$ cat config.mk
export PLATFORM = sky130hd
export DESIGN_NAME = serial_bit_source
export DESIGN_NICKNAME = d
export VERILOG_FILES = /design/src/rtl/serial_bit_source.sv
export SDC_FILE = /design/constraint.sdc
export NUM_CORES = 1
export LEC_CHECK = 0
export BUFFER_PORTS_ARGS = -buffer_cell sky130_fd_sc_hd__buf_2
export CAP_MARGIN = 20
export CORE_UTILIZATION = 58
export DETAILED_ROUTE_END_ITERATION = 10
export PLACE_DENSITY = 0.85
export SYNTH_ARGS = -nofsm -noshare
export SYNTH_HDL_FRONTEND = slang
export SYNTH_SLANG_ARGS = --single-unit
$ cat constraint.sdc
create_clock -name clk -period 5 [get_ports clk]
set_input_delay 0.75 -clock clk [delete_from_list [all_inputs] [get_ports clk]]
set_output_delay 0.75 -clock clk [all_outputs]
set_load 0.05 [all_outputs]
$ cat src/rtl/serial_bit_source.sv
// serial_bit_source
//   Parallel-to-serial bit source feeding the 1-bit input x of the downstream
//   sequence detector. Words arrive over a valid/ready handshake and are sent
//   one bit per clock. A one-word holding buffer lets back-to-back words stream
//   with no idle cycle between them.
//
//   Ports
//     clk         rising-edge clock
//     rst         synchronous reset, active-high
//     load_valid  load_data is offered this cycle
//     load_ready  a word can be accepted this cycle (holding buffer empty)
//     load_data   word to serialise
//     stall       freeze serial output and bit counter
//     x           serial bit (decoded from registered state only)
//     x_valid     x carries a live data bit
//     busy        shifter or holding buffer occupied
//     done        high while the last bit of a word is on x
//     sent_count  completed words, wraps modulo 2^CNT_W
//
//   state | meaning
//   IDLE  | shifter empty, x=0, x_valid=0
//   SHIFT | shifter holds a word, current bit is on x
module serial_bit_source #(
  parameter int WIDTH     = 8,
  parameter bit MSB_FIRST = 1'b1,
  parameter int CNT_W     = 8
) (
  input  logic             clk,
  input  logic             rst,
  input  logic             load_valid,
  output logic             load_ready,
  input  logic [WIDTH-1:0] load_data,
  input  logic             stall,
  output logic             x,
  output logic             x_valid,
  output logic             busy,
  output logic             done,
  output logic [CNT_W-1:0] sent_count
);

  localparam int BW = $clog2(WIDTH);
  localparam logic [BW-1:0] LAST_IDX = BW'(WIDTH - 1);

  typedef enum logic {
    IDLE  = 1'b0,
    SHIFT = 1'b1
  } state_t;

  state_t           state;
  state_t           state_next;
  logic [WIDTH-1:0] shifter;
  logic [WIDTH-1:0] shifted;
  logic [WIDTH-1:0] hold;
  logic             hold_full;
  // Down-counter of bits still to come after the one on x; zero marks the last bit.
  logic [BW-1:0]    bits_left;
  logic [CNT_W-1:0] count;
  logic             xfer;
  logic             last_bit;
  logic             advance;

  assign load_ready = !hold_full;
  assign xfer       = load_valid && !hold_full;
  assign last_bit   = (state == SHIFT) && (bits_left == '0);
  assign advance    = (state == SHIFT) && !stall;
  assign sent_count = count;

  // State and datapath registers
  always_ff @(posedge clk) begin
    if (rst) begin
      state     <= IDLE;
      shifter   <= '0;
      hold      <= '0;
      hold_full <= 1'b0;
      bits_left <= '0;
      count     <= '0;
    end else begin
      state <= state_next;
      case (state)
        IDLE: begin
          if (xfer) begin
            shifter   <= load_data;
            bits_left <= LAST_IDX;
          end
        end
        SHIFT: begin
          if (advance && last_bit) begin
            count <= count + CNT_W'(1);
            // Word boundary: refill from hold first, else straight from the input.
            // When hold is full load_ready is low, so both cannot happen at once.
            if (hold_full) begin
              shifter   <= hold;
              hold_full <= 1'b0;
              bits_left <= LAST_IDX;
            end else if (xfer) begin
              shifter   <= load_data;
              bits_left <= LAST_IDX;
            end
          end else begin
            if (advance) begin
              shifter   <= shifted;
              bits_left <= bits_left - BW'(1);
            end
            // Accepted while shifting or stalled, including on a stalled last bit.
            if (xfer) begin
              hold      <= load_data;
              hold_full <= 1'b1;
            end
          end
        end
        default: ;
      endcase
    end
  end

  // Next-state logic
  always_comb begin
    state_next = state;
    if (MSB_FIRST) begin
      shifted = {shifter[WIDTH-2:0], 1'b0};
    end else begin
      shifted = {1'b0, shifter[WIDTH-1:1]};
    end
    case (state)
      IDLE: begin
        if (xfer) state_next = SHIFT;
      end
      SHIFT: begin
        if (advance && last_bit && !hold_full && !xfer) state_next = IDLE;
      end
      default: state_next = IDLE;
    endcase
  end

  // Outputs decoded from registered state only
  always_comb begin
    x       = 1'b0;
    x_valid = 1'b0;
    done    = 1'b0;
    busy    = hold_full;
    if (state == SHIFT) begin
      x_valid = 1'b1;
      x       = MSB_FIRST ? shifter[WIDTH-1] : shifter[0];
      done    = last_bit;
      busy    = 1'b1;
    end
  end

endmodule
==> results of run 1 <==
## cell usage in the layout, fill, tap and decap left out, drive strengths merged, types with 2 or more instances in the layout
master,count
nand2,8
dfxtp,29
o21ai,11
nand4bb,6
inv,5
mux2i,8
nand4,2
and2,3
buf,25
nor2,22
nand2b,2
a311oi,3
o221a,6
nand3,5
and3,2
a21oi,8
clkbuf,7
ha,3
a31oi,2
xor2,6
nor2b,2
## critical path, cell delays in order (launching register included)
cell	delay (ps)
dfxtp_1	340
inv_1	80
ha_1	370
nor2b_1	460
and2_1	190
buf_2	250
## worst paths after layout
path                       from            end  slack [ps]
hold reg to reg   sent_count[1]  sent_count[1]         490
setup / recovery   bits_left[0]           done        2240
setup reg to reg   bits_left[0]     shifter[0]        3000
hold / removal    sent_count[1]  sent_count[1]         490
## sequential cells by signal (all words and copies together) (netlist names)
| signal | cells |
|---|---|
| sent_count | 8 |
| state | 1 |
| hold_full | 1 |
| hold | 8 |
| shifter | 8 |
| bits_left | 3 |
## logic make-up (layout without fill, tap and decap cells)
family / count (synthesis) / in the layout / share of synthesized area (%)
multiplexers: 8 / 8 / 5.72
AND/OR/NAND/NOR: 57 / 57 / 22.8
flip-flops: 29 / 29 / 41.5
AO/OA/AOI/OAI: 35 / 35 / 17.4
XOR/XNOR: 7 / 7 / 4.38
buffers and inverters: 16 / 38 / 5.55
adder cells (fa/ha/maj): 3 / 3 / 2.68
## cell type report
| type | count | area [um^2] | area share, % |
|---|---|---|---|
| tap | 28 | 35.0 | 2.23 |
| clock inverter | 1 | 5.00 | 0.318 |
| sequential | 29 | 581 | 36.9 |
| clock buffer | 7 | 65.1 | 4.14 |
| timing repair buffer | 25 | 128 | 8.11 |
| multi-input combinational | 110 | 741 | 47.1 |
| inverter | 5 | 18.8 | 1.19 |
## stage by stage
| step | std cells | hold slack, ps | instance area, um^2 |
|---|---|---|---|
| finish | 205 | 494 | 1570 |
| global route | 205 | 520 | 1570 |
| CTS | 204 | 501 | 1570 |
| detailed placement | 196 | 486 | 1500 |
| global placement | 196 | 461 | 1500 |
| floorplan | 155 | 448 | 1400 |
## metal layers
layer / up-vias / share of wire, %
li1: 597 / -
met1: 585 / 47
met2: 28 / 47
met3: 4 / 4.7
met4: 0 / 1.3
met5: - / 0
## power by group
| part | leakage, nW | internal, mW | total [mW] | switching, mW |
|---|---|---|---|---|
| Combinational | 0.423 | 0.0436 | 0.113 | 0.0693 |
| Clock | 0.0413 | 0.0814 | 0.162 | 0.0811 |
| Sequential | 0.237 | 0.249 | 0.266 | 0.0177 |
==> impl_metrics.json, run 1 <==
{
  "hold_path_depth": 2,
  "core_um2": 2230,
  "async_flop_share_pct": 0,
  "synth_cells": 155,
  "met1_usage_pct": 32.7,
  "h-tree-depth": 2,
  "routabilityCongestion": 0.792,
  "drive_gt1_share_pct": 19.8,
  "ys_warn_count": 0,
  "ys_top_cells_by_count": "dfxtp_1, nor2_1, o21ai_0",
  "die_h_um": 51.1,
  "via_per_inst": 5.92,
  "cts.sinks": 29,
  "yosys.area.top_type": "dfxtp_1",
  "fp-row-count": 17,
  "grt_setup_unrepaired": "false",
  "critPathKind": "register to primary output",
  "hold_path.class": "register to register",
  "required_ps": 4250,
  "initial_core_util_pct": 62.6,
  "start_kind": "register",
  "cts.clk_slew.worst_paths_ps": 100,
  "io_pins": 25,
  "top_usage_layer": "met2",
  "ir_worst_vdd_uv": 256,
  "place_ws_ps": 2610,
  "fin_crit_ps": 2760,
  "drv_cap": 0,
  "drtAntennaViolNets": 0,
  "yosysMostFrequentCell": "dfxtp_1",
  "layout.core_utilization_pct": 70.4,
  "worstPathArrival_ps": 2010,
  "first_global_vias": 1075,
  "nNetsFinal": 191,
  "drc_errors": 0,
  "fin_crit_sh_pct": 55.3,
  "cts_hold_buf": 0,
  "cts_tree": "built",
  "dieArea_um2": 2610,
  "firstDrtPassIters": 4,
  "synth_top_area_share_pct": 41.5,
  "antenna_found_initial": 0,
  "routedWlPerCell_um": 14.4,
  "routed_wl_um": 2960,
  "ys.flop_type": "dfxtp_1",
  "finClkSkew_ps": 11.7,
  "slew_violations": 0,
  "fin_ws_ps": 2240,
  "gr-total-overflow": 0,
  "ctsResizeCount": 0,
  "cts_buffer_depth": 2,
  "drt_iter0_markers": 40,
  "totalPowerFinal_uw": 542,
  "synth_edf_count": 0,
  "ys_types": 35,
  "powerDensity_nw_per_um2": 345,
  "syn-num-nets": 170,
  "yosys-top-cells-area": "dfxtp_1, nor2_1, mux2i_1, nand4bb_1, o221a_1",
  "setup_viol": 0,
  "fill_cells": 185,
  "relSlewSlack_pct": 53.4,
  "syn2layout_area_growth_pct": 12.4,
  "dp_hpwl_um": 2010,
  "use_met3_pct": 8.33,
  "numCtsBuffers": 5,
  "syn_area_um2": 1400,
  "gr-usage-met2_pct": 39.9,
  "synth-seq-cells": 29,
  "vias": 1214,
  "cp-end-kind": "primary output",
  "grt_max_degree": 30,
  "syn-mean-instance-area_um2": 9.02,
  "post_cts_buffers": 0,
  "insertion_delay_ps": 330,
  "run_status": "completed",
  "p_leak_nw": 0.702,
  "grt_pass1_wl_um": 4860,
  "worst_slew_pin_slew_ps": 697,
  "fin_tns_setup_ps": 0,
  "max_clock_freq_mhz": 362,
  "hold_viol_final": 0,
  "die_w_um": 51.1,
  "track_usage_pct": 25.7,
  "io_buffers": 24,
  "antennaDiodeCount": 0,
  "cts_root_buf": "clkbuf_4",
  "worstRegToRegCells": 6,
  "critPathMaxFanout": 11,
  "ys_seq_area_share_pct": 41.5
}
(Power assumes the default switching activity.)
==> inputs of run 2 (changes only) <==
CORE_UTILIZATION = 54   (was 58)
PLACE_DENSITY = 0.81   (was 0.85)
clock period = 2.64 ns   (was 5 ns; I/O delays follow)
==> run 2 against run 1 <==
Compared with the run above:
- count of clock-buffer cells in the layout shrank 1
- combinational power grew 96%
- highest routed layer unchanged
- largest power group unchanged
- clock power up 58%
==> impl_metrics.json, run 2 (synthesized netlist as in run 1, its figures left out) <==
{
  "dp_hpwl_um": 2080,
  "min-delay-start": "load_data[0]",
  "grt_pass1_wl_um": 4890,
  "drtAntennaViolNets": 0,
  "crit_start": "bits_left[0]",
  "max_clock_freq_mhz": 459,
  "post_cts_buffers": 0,
  "rr_startpoint": "bits_left[0]",
  "cts_buffer_depth": 2,
  "h-tree-depth": 2,
  "drive_gt1_share_pct": 20.1,
  "run_status": "completed",
  "p_leak_nw": 0.703,
  "pwr-share-seq_pct": 51.4,
  "finClkSkew_ps": 6.23,
  "final_cell_mix": "dfxtp_1, buf_2, nor2_1",
  "antennaDiodeCount": 0,
  "drc_errors": 0,
  "routabilityCongestion": 0.773,
  "fp-row-count": 18,
  "cp-end-kind": "register",
  "critPathMaxFanout": 11,
  "cts.sinks": 29,
  "io_buffers": 24,
  "fin_crit_sh_pct": 82.5,
  "fin_crit_ps": 2180,
  "initial_core_util_pct": 57.0,
  "dieArea_um2": 2800,
  "nNetsFinal": 193,
  "insertion_delay_ps": 330,
  "grt_max_degree": 30,
  "fill_cells": 218,
  "drt_iter0_markers": 12,
  "cts_tree": "built",
  "routed_wl_um": 3080,
  "p_int_uw": 660,
  "ctsResizeCount": 0,
  "fin_tns_setup_ps": 0,
  "start_kind": "register",
  "whs_ps": 306,
  "cts_hold_buf": 0,
  "hold_path.class": "input port to register",
  "required_ps": 2850,
  "worstPathArrival_ps": 2390,
  "slew_violations": 0,
  "critPathKind": "register to register",
  "hold_viol_final": 0,
  "die_h_um": 52.9,
  "track_usage_pct": 25.0,
  "antenna_found_initial": 0,
  "syn2layout_area_growth_pct": 12.3,
  "grt_setup_unrepaired": "false",
  "p_clk_share_pct": 26.1,
  "drv_cap": 0,
  "ir_worst_vdd_uv": 554,
  "powerDensity_nw_per_um2": 625,
  "via_per_inst": 5.74,
  "comb_power_share_pct": 22.6,
  "core_um2": 2450,
  "cts_root_buf": "clkbuf_4",
  "worst_slew_pin_slew_ps": 595,
  "p_switching_uw": 322,
  "routedWlPerCell_um": 14.7,
  "die_w_um": 52.9,
  "relSlewSlack_pct": 60.2,
  "mostFrequentLayoutCell": "dfxtp_1",
  "cts.clk_slew.worst_paths_ps": 90,
  "switching_share_pct": 32.8,
  "numCtsBuffers": 5,
  "first_global_vias": 1083,
  "vias": 1200,
  "setup_viol": 0,
  "totalPowerFinal_uw": 982,
  "gr-total-overflow": 0,
  "firstDrtPassIters": 4,
  "io_pins": 25
}
## run 2: per-stage QoR
stage | cell area (um^2) | std cells | setup WS, ps | util (%)
3_5_place_dp | 1520 | 201 | 514 | 61.9
4_1_cts | 1570 | 209 | 485 | 64.0
6_report | 1570 | 209 | 462 | 64.0
5_1_grt | 1570 | 209 | 295 | 64.0
2_1_floorplan | 1400 | 155 | 795 | -
3_3_place_gp | 1520 | 201 | 637 | 61.9
## run 2: area by class of cell
class	instances	area, um^2	share of cell area [%]
multi-input combinational	110	741	47.1
sequential	29	581	36.9
timing repair buffer	27	143	9.08
clock buffer	6	41.3	2.63
tap	30	37.5	2.39
inverter	5	18.8	1.19
clock inverter	2	10.0	0.637
## run 2: worst max-delay path, stage by stage, from the launching register on
cell and delay, ps:
dfxtp_1 340, inv_1 80, ha_1 360, nand2b_1 200, o211ai_1 540, buf_4 270, mux2i_1 210, nor2_1 50
## run 2: metal layers
layer | GRT usage, % | vias up | wire length (um)
li1 | - | 599 | -
met1 | 29.2 | 574 | 1420
met2 | 41.6 | 24 | 1480
met3 | 9.48 | 3 | 147
met4 | 7.89 | 0 | 32
met5 | 0 | - | 0
## run 2: power by group through the flow
stage                     registers (mW)  logic [mW]  clock network (mW)
after floorplan                    0.505       0.175                   0
after global placement             0.511       0.212                   0
after detailed placement           0.513       0.218                   0
after CTS                          0.504       0.221               0.263
after global routing               0.510       0.242               0.284
final                              0.504       0.221               0.256
## run 2: path summary, 6_finish.rpt
| path | endpoint | slack (ps) | cells past startpoint |
|---|---|---|---|
| max reg2reg | hold[3] | 460 | 7 |
| min reg2reg | sent_count[1] | 500 | 2 |
| min | hold[0] | 310 | 3 |
| max | hold[3] | 460 | 7 |
